$ cat src/rtl/cpu_pipe_pkg.sv
// Shared pipeline-control definitions: stage indices, controller FSM states
// and the stall/flush patterns driven onto the pipeline registers.
package cpu_pipe_pkg;

    // Pipeline register indices (bit positions in the stall/flush vectors).
    localparam int STG_PC  = 0;
    localparam int STG_IF  = 1;
    localparam int STG_ID  = 2;
    localparam int STG_EXE = 3;
    localparam int STG_WB  = 4;

    localparam int NUM_STG = 5;

    typedef enum logic {
        RUN      = 1'b0,
        EXC_WAIT = 1'b1
    } pctl_state_t;

    // One stall/flush pair. Bit k applies to pipeline register k.
    typedef struct packed {
        logic [NUM_STG-1:0] stall;
        logic [NUM_STG-1:0] flush;
    } pat_t;

    // Each stalling stage freezes itself and everything upstream, and
    // injects a bubble into the register immediately downstream.
    localparam pat_t PAT_NONE     = '{stall: 5'b00000, flush: 5'b00000};
    localparam pat_t PAT_MEM      = '{stall: 5'b01111, flush: 5'b10000};
    localparam pat_t PAT_EXE      = '{stall: 5'b00111, flush: 5'b01000};
    localparam pat_t PAT_ID       = '{stall: 5'b00011, flush: 5'b00100};
    localparam pat_t PAT_IF       = '{stall: 5'b00001, flush: 5'b00010};
    // Exception redirect: squash everything younger than MEM/WB, PC moves.
    localparam pat_t PAT_EXC      = '{stall: 5'b00000, flush: 5'b11110};
    // Exception waiting on an in-flight fetch: same squash, PC held.
    localparam pat_t PAT_EXC_HOLD = '{stall: 5'b00001, flush: 5'b11110};
    // Reset: every register loads a bubble.
    localparam pat_t PAT_RESET    = '{stall: 5'b00000, flush: 5'b11111};

endpackage

$ cat src/rtl/pipeline_stall_ctrl_sat_counter.sv
// Saturating up-counter with synchronous clear; stops at all-ones.
module sat_counter #(
    parameter int WIDTH = 32
) (
    input  logic             clk,
    input  logic             clr,
    input  logic             inc,
    output logic [WIDTH-1:0] count
);

    logic [WIDTH-1:0] count_q;
    logic [WIDTH-1:0] count_d;

    // Next count: clear wins, otherwise increment unless already saturated.
    always_comb begin
        count_d = count_q;
        if (clr) begin
            count_d = '0;
        end else if (inc && (count_q != {WIDTH{1'b1}})) begin
            count_d = count_q + 1'b1;
        end
    end

    // Count register; the clear is folded into count_d so reset is synchronous.
    always_ff @(posedge clk) begin
        count_q <= count_d;
    end

    assign count = count_q;

endmodule

$ cat src/rtl/pipeline_stall_ctrl.sv
// Central stall/flush arbiter for the 5-stage pipeline. Resolves hazard and
// multi-cycle requests to the latest stalling stage, handles MEM-stage
// exception/ERET redirects (deferred while a fetch is in flight), and counts
// cycles in which the PC is held.
module pipeline_stall_ctrl
    import cpu_pipe_pkg::*;
#(
    parameter int STAGES = 5,
    parameter int CNT_W  = 32
) (
    input  logic              clk,
    input  logic              rst_n,
    input  logic              stcl_lw,
    input  logic              stcl_jmp,
    input  logic              if_stall,
    input  logic              div_busy,
    input  logic              mem_stall,
    input  logic              exc_valid,
    input  logic [31:0]       exc_target,
    output logic [STAGES-1:0] stall,
    output logic [STAGES-1:0] flush,
    output logic              redirect_valid,
    output logic [31:0]       redirect_pc,
    output logic [CNT_W-1:0]  stall_cycles
);

    pctl_state_t state_q, state_d;
    logic [31:0] pend_pc_q, pend_pc_d;
    pat_t        pat;
    logic        redir_v;
    logic [31:0] redir_pc;

    // Output decode and next-state logic, evaluated fresh every cycle.
    always_comb begin
        // NOTE: every signal gets a default first so no path can infer a latch.
        state_d   = state_q;
        pend_pc_d = pend_pc_q;
        pat       = PAT_NONE;
        redir_v   = 1'b0;
        redir_pc  = '0;

        if (!rst_n) begin
            // Synchronous reset: bubble everything and drop any pending redirect.
            pat       = PAT_RESET;
            state_d   = RUN;
            pend_pc_d = '0;
        end else begin
            unique case (state_q)
                RUN: begin
                    if (exc_valid) begin
                        if (if_stall) begin
                            // Fetch in flight cannot be abandoned; park the target.
                            pat       = PAT_EXC_HOLD;
                            pend_pc_d = exc_target;
                            state_d   = EXC_WAIT;
                        end else begin
                            pat      = PAT_EXC;
                            redir_v  = 1'b1;
                            redir_pc = exc_target;
                        end
                    end else if (mem_stall) begin
                        pat = PAT_MEM;
                    end else if (div_busy) begin
                        pat = PAT_EXE;
                    end else if (stcl_lw || stcl_jmp) begin
                        pat = PAT_ID;
                    end else if (if_stall) begin
                        pat = PAT_IF;
                    end
                end
                EXC_WAIT: begin
                    // Further exceptions are ignored: the first one owns the redirect.
                    if (if_stall) begin
                        pat = PAT_EXC_HOLD;
                    end else begin
                        pat      = PAT_EXC;
                        redir_v  = 1'b1;
                        redir_pc = pend_pc_q;
                        state_d  = RUN;
                    end
                end
                default: begin
                    state_d = RUN;
                end
            endcase
        end
    end

    // State and pending-target registers; reset handled in the _d logic.
    always_ff @(posedge clk) begin
        // NOTE: non-blocking assignments keep all flops updating from pre-edge values.
        state_q   <= state_d;
        pend_pc_q <= pend_pc_d;
    end

    assign stall          = STAGES'(pat.stall);
    assign flush          = STAGES'(pat.flush);
    assign redirect_valid = redir_v;
    assign redirect_pc    = redir_pc;

    sat_counter #(
        .WIDTH (CNT_W)
    ) u_stall_cnt (
        .clk   (clk),
        .clr   (~rst_n),
        .inc   (pat.stall[STG_PC]),
        .count (stall_cycles)
    );

endmodule

$ cat config.mk
export PLATFORM = sky130hd
export DESIGN_NAME = pipeline_stall_ctrl
export DESIGN_NICKNAME = d
export VERILOG_FILES = /design/src/rtl/cpu_pipe_pkg.sv /design/src/rtl/pipeline_stall_ctrl_sat_counter.sv /design/src/rtl/pipeline_stall_ctrl.sv
export SDC_FILE = /design/constraint.sdc
export NUM_CORES = 1
export LEC_CHECK = 0
export CORE_MARGIN = 2
export CORE_UTILIZATION = 51
export DETAILED_ROUTE_END_ITERATION = 16
export GPL_ROUTABILITY_DRIVEN = 1
export PLACE_DENSITY = 0.92
export SKIP_LAST_GASP = 1
export SYNTH_ARGS = -nofsm -noshare
export SYNTH_HDL_FRONTEND = slang
export SYNTH_HIERARCHICAL = 1
export SYNTH_SLANG_ARGS = --single-unit
$ cat constraint.sdc
create_clock -name clk -period 5.7 [get_ports clk]
set_clock_uncertainty 0.15 [all_clocks]
set_input_delay 1.425 -clock clk [delete_from_list [all_inputs] [get_ports clk]]
set_output_delay 1.425 -clock clk [all_outputs]
set_load 0.03 [all_outputs]
==> impl_metrics.tcl <==
set metrics [dict create \
    cap_violations 0 \
    fp.dieH_um 89.0 \
    grt.overflow.total 0 \
    synthCells 449 \
    drc_errors 0 \
    grt_max_degree 66 \
    powerDensity_nw_per_um2 215 \
    worst_pin_slew_ns 1.02 \
    dp_hpwl_mm 6.69 \
    power_mw 1.07 \
    cpMostUsedCell "clkdlybuf4s50_1" \
    path_clk_slew_ns 0.07 \
    cp_data_arrival_time_ns 3.37 \
    fin_ws_ns 0.751 \
    grt_usage 0.240 \
    numClockSinks 65 \
    yosysWarnings 6 \
    hold_end "pend_pc_q[24]" \
    critical_path.endpoint_type "output pin" \
    internal-power_mw 0.800 \
    r2r_slack_ns 2.12 \
    slew_headroom 0.320 \
    area_growth_pct 35.1 \
    hold_viol 0 \
    antenna_left 0 \
    synth_edf_count 0 \
    synth_top_area_share 0.353 \
    cts_resized 0 \
    clkPwrFrac 0.401 \
    p_leak_nw 1.65 \
    syn_avg_cell_area_um2 8.22 \
    cts_tree "yes" \
    vias 3738 \
    fp.dieW_um 89.0 \
    dieArea_um2 7930 \
    cp-start-kind "primary input" \
    crit_required_ns 4.12 \
    r2r_end "u_stall_cnt/count[31]" \
    p_sw_mw 0.273 \
    via_per_inst 5.77 \
    synth_seq_area_share 0.353 \
    p_sw_frac 0.254 \
    crit_buf_inv 3 \
    yosys-top-cells-area "dfxtp_1, mux2i_1, nand2_1" \
    cpPeakStageDelay_ns 0.73 \
    ys_types 47 \
    async_flop_share 0 \
    top_level_ports 115 \
    drt-total-wl_mm 9.77 \
    synth_area_um2 3690 \
    clkLatencyLatePin_ns 0.33 \
    status "finished, final reports clean" \
    cp_top_family "buffers and inverters" \
    hold_path_class "register to register" \
    layout-drive-gt1-share 0.0601 \
    synth_nets 490 \
    firstDrtPassIters 4 \
    ys_ff_latch 65 \
    tns_ns 0 \
    max_freq_mhz 202 \
    cts_hold_buf 0 \
    start_util 0.517 \
    cts_root_buf "clkbuf_8" \
    num_antenna_cells 0 \
    num-fill-cells 550 \
    cp_max_fo 33 \
    cts_buffer_depth 2 \
    pwr-share-seq 0.448 \
    ir_drop_mv 0.126 \
    rsz0062_at_grt "false" \
    rr_worst_depth 8 \
    ys.flop_type "dfxtp_1" \
    crit_chain "clkdlybuf4s50_1 > nand2b_1 > buf_4 > nor3_1 > clkdlybuf4s50_1" \
    portBuffers 113 \
    antenna_found_initial 0 \
    gp_congestion 0.856 \
    period_minus_slack_ns 4.95 \
    multiInputGateArea_um2 2150 \
    fin_crit_sh 0.868 \
    drt_iter0_drc 136 \
    grt_pass1_vias 3528 \
    coreArea_um2 7140 \
    wl_per_cell_um 15.1 \
    whs_path_depth 2 \
    numCtsBuffers 9 \
    nNetsFinal 586 \
    worstHoldStart "pend_pc_q[24]" \
    drv_slew 0 \
    reg2reg_from "state_q" \
    setup_viol 0 \
    ff_latch_area_um2 1300 \
    slowest_stage "clkdlybuf4s50_1" \
    grt_pass1_wl_mm 15.3 \
    dp_slack_ns 0.770 \
    synth_largest_area_cell "dfxtp_1" \
    post_cts_buffers 0 \
    pwr-share-comb 0.151 \
    rows 31 \
    cts_max_level 3 \
    critPathKind "primary input to output pin" \
]
## registers in the layout (all words and copies together), names as in the netlist
| name | cells |
|---|---|
| state_q | 1 |
| u_stall_cnt/count | 32 |
| pend_pc_q | 32 |
## placed cells by master (no fill, tap or decap), types with 2 or more instances in the layout
cell	count
inv_1	4
nor4_2	2
nor3_1	23
nand3b_1	11
nor4_1	4
mux2i_1	54
and3_1	3
clkbuf_8	10
nand2b_1	3
nand3_1	13
nor2_1	21
xnor2_1	6
nor2b_1	2
clkdlybuf4s50_1	112
buf_4	7
clkbuf_1	2
bufinv_16	2
a21o_1	2
or4_1	12
a2111oi_0	2
and4_1	4
dfxtp_1	64
o31ai_1	13
nand4_1	10
nand2_1	86
a21oi_1	33
nor3b_1	3
and2_1	2
or3_1	10
o21ai_0	9
## layout make-up
| cell class | instances | share of cell area |
|---|---|---|
| clock buffers | 12 | 0.0291 |
| clock inverters | 3 | 0.0131 |
| inverters | 4 | 0.00301 |
| multi-input cells | 345 | 0.432 |
| flip-flops and latches | 65 | 0.261 |
| well taps | 99 | 0.0248 |
| repair buffers | 120 | 0.236 |
## kinds of logic after synthesis
logic type               Yosys count  share of synthesized area
multiplexers                      56                      0.153
other                              1                    0.00102
XOR/XNOR                           7                     0.0166
buffers and inverters             39                     0.0651
flip-flops                        65                      0.353
AO/OA/AOI/OAI                     64                      0.107
adder cells (fa/ha/maj)            1                    0.00339
AND/OR/NAND/NOR                  216                      0.301
## cell usage after synthesis (2+ instances only)
| master | instances |
|---|---|
| clkbuf_1 | 12 |
| a21o_1 | 2 |
| nor2b_1 | 2 |
| or3_1 | 10 |
| nor3_1 | 23 |
| inv_1 | 4 |
| nand3_1 | 13 |
| nor3b_1 | 3 |
| o31ai_1 | 13 |
| buf_12 | 3 |
| nand3b_1 | 11 |
| nand2b_1 | 3 |
| or4_1 | 12 |
| dfxtp_1 | 65 |
| xnor2_1 | 6 |
| and2_1 | 2 |
| buf_2 | 15 |
| nor2_1 | 21 |
| nor4_1 | 5 |
| a2111oi_0 | 2 |
| nand4_1 | 10 |
| o21ai_0 | 9 |
| and3_1 | 3 |
| mux2i_1 | 54 |
| nand2_1 | 86 |
| a21oi_1 | 33 |
| buf_4 | 3 |
| buf_6 | 2 |
| and4_1 | 4 |
## worst register-to-register path: cells and delay by family, from the launching register on
kind,cells,cell delay (ns)
compound gates,1,0.17
simple gates,5,1.98
buf+inv,1,0.17
mux,1,0.37
flops,1,0.64
## power groups by stage
stage / clock network [mW] / registers (mW) / logic [mW]
after floorplan: 0 / 0.487 / 0.101
after global placement: 0 / 0.490 / 0.156
after detailed placement: 0 / 0.491 / 0.161
after CTS: 0.435 / 0.481 / 0.162
after global routing: 0.454 / 0.483 / 0.173
final: 0.430 / 0.481 / 0.162
## metal layers
layer,global-route usage,vias up,part of all wire
li1,-,1796,-
met1,0.274,1776,0.41
met2,0.421,142,0.50
met3,0.0554,24,0.070
met4,0.114,0,0.022
met5,0,-,0
## how the worst max path moves through the flow
stage	from	end	slack, ns	cells past startpoint
4_1_cts	exc_valid	stall[0]	0.76	5
6_report	if_stall	redirect_pc[7]	0.75	5
3_5_place_dp	exc_valid	stall[0]	0.77	5
3_3_place_gp	exc_valid	stall[0]	0.77	5
2_1_floorplan	exc_valid	u_stall_cnt/count[31]	1.35	7
5_1_grt	mem_stall	stall[0]	0.69	5
## per-stage QoR
step                std cells  utilization  cell area [µm²]  hold slack (ns)
floorplan                 449            -             3690            0.284
global placement          633        0.669             4770            0.291
detailed placement        633        0.669             4770            0.298
CTS                       648        0.698             4980            0.310
global route              648        0.698             4980            0.328
finish                    648        0.698             4980            0.310
Power figures use the tool's default switching activity.
